**src/rtl/serial_add_pkg.sv**
```systemverilog
// Shared definitions for the bit-serial adder controller.
//   state_t       : controller FSM state encoding (IDLE / RUN / DONE)
//   DEFAULT_WIDTH : default operand width in bits
package serial_add_pkg;

  typedef enum logic [1:0] {
    IDLE = 2'd0,
    RUN  = 2'd1,
    DONE = 2'd2
  } state_t;

  localparam int DEFAULT_WIDTH = 8;

endpackage

```
**src/rtl/fa_bit.sv**
```systemverilog
// Combinational 1-bit full adder. It is the only arithmetic cell in the
// serial adder, and the controller reuses it for every bit position.
//   a, b, cin : addend bits and carry-in
//   s, co     : sum bit and carry-out
module fa_bit (
  input  logic a,
  input  logic b,
  input  logic cin,
  output logic s,
  output logic co
);

  assign s  = a ^ b ^ cin;
  assign co = (a & b) | (a & cin) | (b & cin);

endmodule

```
**src/rtl/serial_add_ctrl.sv**
```systemverilog
// Bit-serial adder controller. It accepts one operand set through a
// valid/ready handshake and adds it LSB first through a single shared full
// adder cell, one bit per cycle. The result is then held until the consumer
// accepts it.
//   clk, rst_n          : clock and synchronous active-low reset
//   in_valid / in_ready : operand handshake (a, b, cin)
//   out_valid/out_ready : result handshake (sum, cout)
//   busy                : operation in progress (RUN or DONE)
//
// state | meaning
// IDLE  | waiting for an operand set; last result still on sum/cout
// RUN   | adding bit cnt each cycle, WIDTH cycles in total
// DONE  | result valid, held until out_ready
module serial_add_ctrl
  import serial_add_pkg::*;
#(
  parameter int WIDTH = DEFAULT_WIDTH
) (
  input  logic             clk,
  input  logic             rst_n,
  input  logic             in_valid,
  output logic             in_ready,
  input  logic [WIDTH-1:0] a,
  input  logic [WIDTH-1:0] b,
  input  logic             cin,
  output logic             out_valid,
  input  logic             out_ready,
  output logic [WIDTH-1:0] sum,
  output logic             cout,
  output logic             busy
);

  localparam int CW = $clog2(WIDTH + 1);
  localparam logic [CW-1:0] LAST = CW'(WIDTH - 1);

  state_t           state;
  logic [CW-1:0]    cnt;
  logic             carry;
  logic [WIDTH-1:0] a_r;
  logic [WIDTH-1:0] b_r;

  logic [WIDTH-1:0] a_sh;
  logic [WIDTH-1:0] b_sh;
  logic [WIDTH-1:0] bit_mask;
  logic             fa_a;
  logic             fa_b;
  logic             fa_s;
  logic             fa_co;

  // Select operand bits with a shift rather than a direct cnt index. cnt is
  // one bit wider than a bit position needs, and the shift avoids a
  // mismatched index width.
  always_comb begin
    a_sh     = a_r >> cnt;
    b_sh     = b_r >> cnt;
    fa_a     = a_sh[0];
    fa_b     = b_sh[0];
    bit_mask = {{(WIDTH-1){1'b0}}, 1'b1} << cnt;
  end

  fa_bit u_fa (
    .a   (fa_a),
    .b   (fa_b),
    .cin (carry),
    .s   (fa_s),
    .co  (fa_co)
  );

  always_ff @(posedge clk) begin
    if (!rst_n) begin
      state     <= IDLE;
      cnt       <= '0;
      carry     <= 1'b0;
      a_r       <= '0;
      b_r       <= '0;
      sum       <= '0;
      cout      <= 1'b0;
      in_ready  <= 1'b1;
      out_valid <= 1'b0;
      busy      <= 1'b0;
    end else begin
      case (state)
        IDLE: begin
          if (in_valid) begin
            a_r      <= a;
            b_r      <= b;
            carry    <= cin;
            cnt      <= '0;
            state    <= RUN;
            in_ready <= 1'b0;
            busy     <= 1'b1;
          end
        end
        RUN: begin
          // Only bit cnt of sum changes. The remaining bits keep the previous
          // result until this run overwrites them.
          sum   <= fa_s ? (sum | bit_mask) : (sum & ~bit_mask);
          carry <= fa_co;
          cnt   <= cnt + CW'(1);
          if (cnt == LAST) begin
            cout      <= fa_co;
            state     <= DONE;
            out_valid <= 1'b1;
          end
        end
        DONE: begin
          if (out_ready) begin
            state     <= IDLE;
            out_valid <= 1'b0;
            busy      <= 1'b0;
            in_ready  <= 1'b1;
          end
        end
        default: begin
          state     <= IDLE;
          out_valid <= 1'b0;
          busy      <= 1'b0;
          in_ready  <= 1'b1;
        end
      endcase
    end
  end

endmodule

```
**config.mk**
```make
export PLATFORM = sky130hd
export DESIGN_NAME = serial_add_ctrl
export DESIGN_NICKNAME = d
export VERILOG_FILES = /design/src/rtl/serial_add_pkg.sv /design/src/rtl/fa_bit.sv /design/src/rtl/serial_add_ctrl.sv
export SDC_FILE = /design/constraint.sdc
export NUM_CORES = 1
export LEC_CHECK = 0
export ABC_AREA = 1
export CAP_MARGIN = 20
export CORE_ASPECT_RATIO = 1.75
export CORE_UTILIZATION = 54
export DETAILED_ROUTE_END_ITERATION = 8
export HOLD_SLACK_MARGIN = 0.02
export PLACE_DENSITY = 0.83
export SLEW_MARGIN = 20
export SYNTH_ARGS = -nofsm -noshare
export SYNTH_HDL_FRONTEND = slang
export SYNTH_HIERARCHICAL = 1
export SYNTH_SLANG_ARGS = --single-unit
```
**constraint.sdc**
```tcl
create_clock -name clk -period 4.7 [get_ports clk]
set_input_delay 0.94 -clock clk [delete_from_list [all_inputs] [get_ports clk]]
set_output_delay 0.94 -clock clk [all_outputs]
set_load 0.02 [all_outputs]
```
==> metrics.md, run 1 <==
| Metric | Value |
|---|---|
| Outcome | finished with violations |
| Failing checks | DRC |
| Worst hold path class | reg2reg |
| Core Area | 2895 µm² |
| Top cell type by total area after synthesis | dfxtp_1 |
| Relative slew slack | 53.56% |
| Routed WL per cell | 11.67 µm |
| Register area share after synthesis | 43.14% |
| Gates resized, CTS repair | 0 |
| Switch share | 26.55% |
| Area delta synth->final | 24.42% |
| CP Max Fanout | 12 |
| Cell Int Power | 0.0004942 W |
| Antenna cells | 0 |
| Crit start category | register |
| Setup violations, final | 0 |
| Net switching power | 0.0001786 W |
| Antenna violations before repair | 0 |
| Fill cells | 247 |
| Yosys reg bits | 35 |
| Synthesized area per cell | 7.283 µm² |
| Layout Nets | 281 |
| Leak | 0.8065 nW |
| Clk root buf | clkbuf_8 |
| Synth area leaders | dfxtp_1 (43%), nor2_1 (14%), o21ai_0 (9.2%) |
| Flop pwr share | 48.5% |
| H-Tree Depth | 2 |
| Vias per inst | 5.365 |
| Post-synthesis net count | 251 |
| Synth warn | 6 |
| Pins over their slew limit | 0 |
| Fmax | 417.5 MHz |
| Final wirelength | 3292 µm |
| Skew-Pair Late Insertion Delay | 0.29 ns |
| Global route overflow | 0 |
| Setup TNS | 0 ns |
| Largest net degree at the start of global routing | 25 |
| Worst setup EP type | register |
| Post-synth top area share | 43.14% |
| Most frequent cells in the layout | nor2_1 (60), dfxtp_1 (35), nand2_1 (34) |
| Fin. Hold Viols | 0 |
| Routed via count | 1513 |
| Vias in the first global route | 1282 |
| HPWL after detailed placement | 2296 µm |
| Critical path class | reg2reg |
| Tmin final | 2.395 ns |
| Die height | 74.55 µm |
| Reg clk slew, reported paths | 0.07 ns |
| Gate power share | 16.0% |
| Longest Clk Path Bufs | 2 |
| Clock network power share | 35.5% |
| IO Pins | 33 |
| Clock sink total | 35 |
| Total CTS buffers | 5 |
| WP data arrival | 2.61 ns |
| Unrepaired setup endpoints after global routing | false |
| Most common cell after layout, fill and taps aside | nor2_1 |
| Synth Flop Type | dfxtp_1 |
| DRT Pass-1 Iters | 6 |
| Die width | 43.46 µm |
| Part of the cycle the worst path needs | 50.97% |
| Layout cells sized above 1 | 5.512% |
| All-Layer GR Usage | 23.44% |
| IO Port Bufs | 32 |
| Cells after Synth | 223 |
| Post-Syn Area | 1624 µm² |
| Post-synth EDFFs | 0 |
| Routability Congestion | 0.7808 |
| Max-Cap Viols | 0 |
| Starting Density | 56.09% |
| CP required | 4.92 ns |
| Yosys cell types | 24 |
| Pwr/cell area | 333.0 nW/µm² |
| Routed Antenna Nets | 0 |
| Post-synth ARST share | 0% |
| First-pass GRT wire length | 5554 µm |
| Iter 0 DRT Violations | 38 |
| Least-Margin Pin Slew | 0.6944 ns |
| Post CTS Setup Buffer Count | 0 |
| Row cnt | 26 |
| Hold buffer count at cts | 0 |
| Die area | 3239 µm² |
| CTS tree | done |
| Finished Layout Cells | 282 |
| Clock Skews | 0.004132 ns |
| Remaining DRCs | 4 |
| Dpl cells | 274 |
| Maximum VDD drop | 225.4 µV |
==> critical path: stages, from the launching register on <==
cell     delay (ns)
dfxtp_1        0.57
inv_1          0.28
o21ai_0        0.22
nand2_1        0.07
nand2_1        0.06
nand2_1        0.07
fa_1           0.75
nand4_1        0.14
a21oi_1        0.16
==> routing by layer <==
| metal | wire length (µm) | vias to the layer above | GRT usage (%) |
|---|---|---|---|
| met3 | 118 | 4 | 7.282 |
| met4 | 48 | 0 | 9.722 |
| met1 | 1321 | 688 | 24.39 |
| met5 | 0 | - | 0 |
| li1 | - | 786 | - |
| met2 | 1803 | 35 | 42.59 |
==> synth_stat cells (2+ instances only) <==
cell / count
nand2_1: 34
nand4_1: 6
buf_2: 2
buf_6: 2
nor3_1: 2
a21oi_1: 11
clkbuf_1: 3
nor2_4: 2
o21ai_0: 30
inv_1: 9
dfxtp_1: 35
nand3_1: 10
buf_4: 2
nor2_1: 60
ha_1: 6
==> worst paths after layout <==
path                            start  endpoint  slack, ns  depth (start not counted)
setup / recovery  cnt[0]$_SDFFE_PN0P_  register       2.30                          8
hold / removal               register  register       0.46                          2
setup reg to reg  cnt[0]$_SDFFE_PN0P_  register       2.30                          8
hold reg to reg              register  register       0.46                          2
==> power by group through the flow <==
stage	logic [W]	clock network (W)	registers, W
2_1_floorplan	0.0000740	0	0.000332
3_3_place_gp	0.000105	0	0.000333
3_5_place_dp	0.000107	0	0.000333
4_1_cts	0.000108	0.000239	0.000326
5_1_grt	0.000124	0.000256	0.000329
6_report	0.000108	0.000239	0.000326
==> area by class of cell <==
class	instances	area, µm²	share of cell area, %
Inverter	11	46.29	2.291
Tap cell	28	35.03	1.734
Multi-Input combinational cell	168	818.3	40.50
Clock buffer	8	100.1	4.954
Sequential cell	35	700.7	34.67
Timing Repair Buffer	32	320.3	15.85
==> cells by family (layout without fill, tap and decap cells) <==
family,Yosys count,after routing,synth area share [%]
DFF,35,35,43.14
adders and majority gates,7,7,5.855
buffers and inverters,20,51,6.471
AOI/OAI and AO/OA,42,42,13.10
and+or+nand+nor,119,119,31.43
==> metrics by stage <==
stage	instance area, µm²	power [W]	hold slack [ns]	utilization [%]	worst slack [ns]
floorplan	1624	0.0004061	0.4487	-	2.731
global route	2021	0.0007085	0.4765	69.79	1.982
finish	2021	0.0006728	0.4594	69.79	2.305
CTS	2021	0.0006735	0.4622	69.79	2.306
detailed placement	1921	0.0004401	0.4494	66.34	2.122
global placement	1921	0.0004383	0.4481	66.34	2.141
No activity file was read; power rests on OpenSTA's default activity.
==> inputs of run 2 (changes only) <==
CORE_UTILIZATION = 50   (was 54)
PLACE_DENSITY = 0.78   (was 0.83)
clock period = 2.4 ns   (was 4.7 ns; I/O delays follow)
==> run 2 against run 1 <==
The flow now finishes without violations. Register-to-register slack got worse by 1.9 ns. Sequential power rose by 94%. Via count fell by 0.66%. Wire length rose by 6.1%. Count of clock-buffer cells in the layout fell by 2. Critical path depth rose by 1. Final area rose by 1.1%. Global-route usage fell by 0.21 points.
==> metrics.md, run 2 (same netlist as run 1, synthesis figures left out) <==
| Metric | Value |
|---|---|
| Largest net degree at the start of global routing | 24 (was 25) |
| Most common cell after layout, fill and taps aside | nor2_1 (unchanged) |
| Buf+Inv Stages, Crit Path | 1 (unchanged) |
| Routability Congestion | 0.8647 (was 0.7808) |
| Most frequent cells in the layout | nor2_1 (60), dfxtp_1 (35), nand2_1 (34) (unchanged) |
| Clock Skews | 0.003682 ns (was 0.004132 ns) |
| Critical path cell sequence | inv_1, nor2_1, o21ai_0, nand2_1, nand2_1, nand2_1, fa_1, nor3_1, nor2_1 (was inv_1, o21ai_0, nand2_1, nand2_1, nand2_1, fa_1, nand4_1, a21oi_1) |
| Gate power share | 17.3% (was 16.0%) |
| Area delta synth->final | 25.73% (was 24.42%) |
| Starting Density | 52.25% (was 56.09%) |
| Gates resized, CTS repair | 0 (unchanged) |
| Cell Int Power | 0.0009343 W (was 0.0004942 W) |
| IO Port Bufs | 32 (unchanged) |
| Iter 0 DRT Violations | 44 (was 38) |
| Relative slew slack | 58.21% (was 53.56%) |
| Vias in the first global route | 1431 (was 1282) |
| Pwr/cell area | 628.9 nW/µm² (was 333.0 nW/µm²) |
| All-Layer GR Usage | 23.22% (was 23.44%) |
| Setup violations, final | 0 (unchanged) |
| Fin. Hold Viols | 0 (unchanged) |
| IO Pins | 33 (unchanged) |
| Clock network power share | 33.3% (was 35.5%) |
| Total CTS buffers | 5 (unchanged) |
| Post CTS Setup Buffer Count | 0 (unchanged) |
| Pins over their slew limit | 0 (unchanged) |
| Reg clk slew, reported paths | 0.07 ns (about the same) |
| Longest Clk Path Bufs | 2 (unchanged) |
| Tmin final | 2.043 ns (was 2.395 ns) |
| Crit start category | register (unchanged) |
| Setup TNS | 0 ns (unchanged) |
| CP delay by family, top | simple AND/OR/NAND/NOR gates (was adder cells) |
| Skew-Pair Late Insertion Delay | 0.28 ns (was 0.29 ns) |
| Routed via count | 1503 (was 1513) |
| Die width | 45.08 µm (was 43.46 µm) |
| Crit-path slowest cell | fa_1 (unchanged) |
| Critical path class | reg2reg (unchanged) |
| Clk root buf | clkbuf_8 (unchanged) |
| Hold buffer count at cts | 0 (unchanged) |
| Outcome | finished clean (was finished with violations) |
| Row cnt | 27 (was 26) |
| Crit path top cell by count | nand2_1 (unchanged) |
| Net switching power | 0.0003499 W (was 0.0001786 W) |
| CP required | 2.58 ns (was 4.92 ns) |
| Clock sink total | 35 (unchanged) |
| Leak | 0.8121 nW (was 0.8065 nW) |
| Fmax | 489.4 MHz (was 417.5 MHz) |
| Routed WL per cell | 11.72 µm (was 11.67 µm) |
| Switch share | 27.25% (was 26.55%) |
| Die area | 3489 µm² (was 3239 µm²) |
| Maximum VDD drop | 415.9 µV (was 225.4 µV) |
| Vias per inst | 5.044 (was 5.365) |
| Fin util | 65.70% (was 69.79%) |
| WP data arrival | 2.22 ns (was 2.61 ns) |
| Part of the cycle the worst path needs | 85.14% (was 50.97%) |
| Least-Margin Pin Slew | 0.6203 ns (was 0.6944 ns) |
| Layout Nets | 283 (was 281) |
| Max stage delay on crit path | 0.54 ns (was 0.75 ns) |
| Worst hold path class | reg2reg (unchanged) |
| Layout cells sized above 1 | 6.275% (was 5.512%) |
| First-pass GRT wire length | 6003 µm (was 5554 µm) |
| Final wirelength | 3493 µm (was 3292 µm) |
| Flop pwr share | 49.4% (was 48.5%) |
| DRT Pass-1 Iters | 6 (unchanged) |
| Remaining DRCs | 0 (was 4) |
| CP Max Fanout | 9 (was 12) |
| CTS tree | done (unchanged) |
| Unrepaired setup endpoints after global routing | false (unchanged) |
| Worst setup EP type | register (unchanged) |
| Antenna violations before repair | 0 (unchanged) |
| H-Tree Depth | 2 (unchanged) |
| Global route overflow | 0 (unchanged) |
| Die height | 77.40 µm (was 74.55 µm) |
| Routed Antenna Nets | 0 (unchanged) |
| Antenna cells | 0 (unchanged) |
| Max-Cap Viols | 0 (unchanged) |
| Core Area | 3108 µm² (was 2895 µm²) |
| HPWL after detailed placement | 2508 µm (was 2296 µm) |
run 2: metrics by stage:
stage	total power [W]	hold WS, ns	cell area [µm²]	cells	setup WS (ns)
after global routing	0.001356	0.4750	2042	298	0.1157
after detailed placement	0.0008694	0.4524	1954	291	0.4101
final	0.001284	0.4612	2042	298	0.3565
after CTS	0.001290	0.4634	2042	298	0.3549
after floorplan	0.0007953	0.4487	1624	223	0.4309
after global placement	0.0008657	0.4453	1954	291	0.4230
run 2: tightest hold or removal path, stage by stage (launching register included):
cell and delay [ns]:
dfxtp_1 0.31, nand2_1 0.06, a21oi_1 0.05
run 2: per-layer routing:
| layer | vias up | global-route usage [%] | part of all wire, % |
|---|---|---|---|
| met4 | 0 | 11.21 | 2.2 |
| met3 | 8 | 4.884 | 2.3 |
| met2 | 28 | 40.87 | 56 |
| met1 | 680 | 24.63 | 39 |
| li1 | 787 | - | - |
| met5 | - | 0 | 0 |
run 2: power groups by stage:
stage	clock network (W)	logic [W]	registers (W)
2_1_floorplan	0	0.000145	0.000650
3_3_place_gp	0	0.000219	0.000647
3_5_place_dp	0	0.000222	0.000647
4_1_cts	0.000432	0.000224	0.000634
5_1_grt	0.000465	0.000252	0.000638
6_report	0.000427	0.000223	0.000634
run 2: layout make-up:
| cell class | instances | area (µm²) |
|---|---|---|
| inverter | 11 | 46.29 |
| clock buffer | 6 | 82.58 |
| multi-input combinational | 168 | 818.3 |
| sequential | 35 | 700.7 |
| tap | 43 | 53.80 |
| clock inverter | 1 | 5.005 |
| fill | 300 | 1066 |
| timing repair buffer | 34 | 335.3 |
run 2: path summary, 6_finish.rpt:
path / start / endpoint / slack [ns] / depth (start not counted)
worst min register to register: register / register / 0.46 / 2
worst min-delay path: register / register / 0.46 / 2
worst max-delay path: cnt[1]$_SDFFE_PN0P_ / register / 0.36 / 9
worst max register to register: cnt[1]$_SDFFE_PN0P_ / register / 0.36 / 9
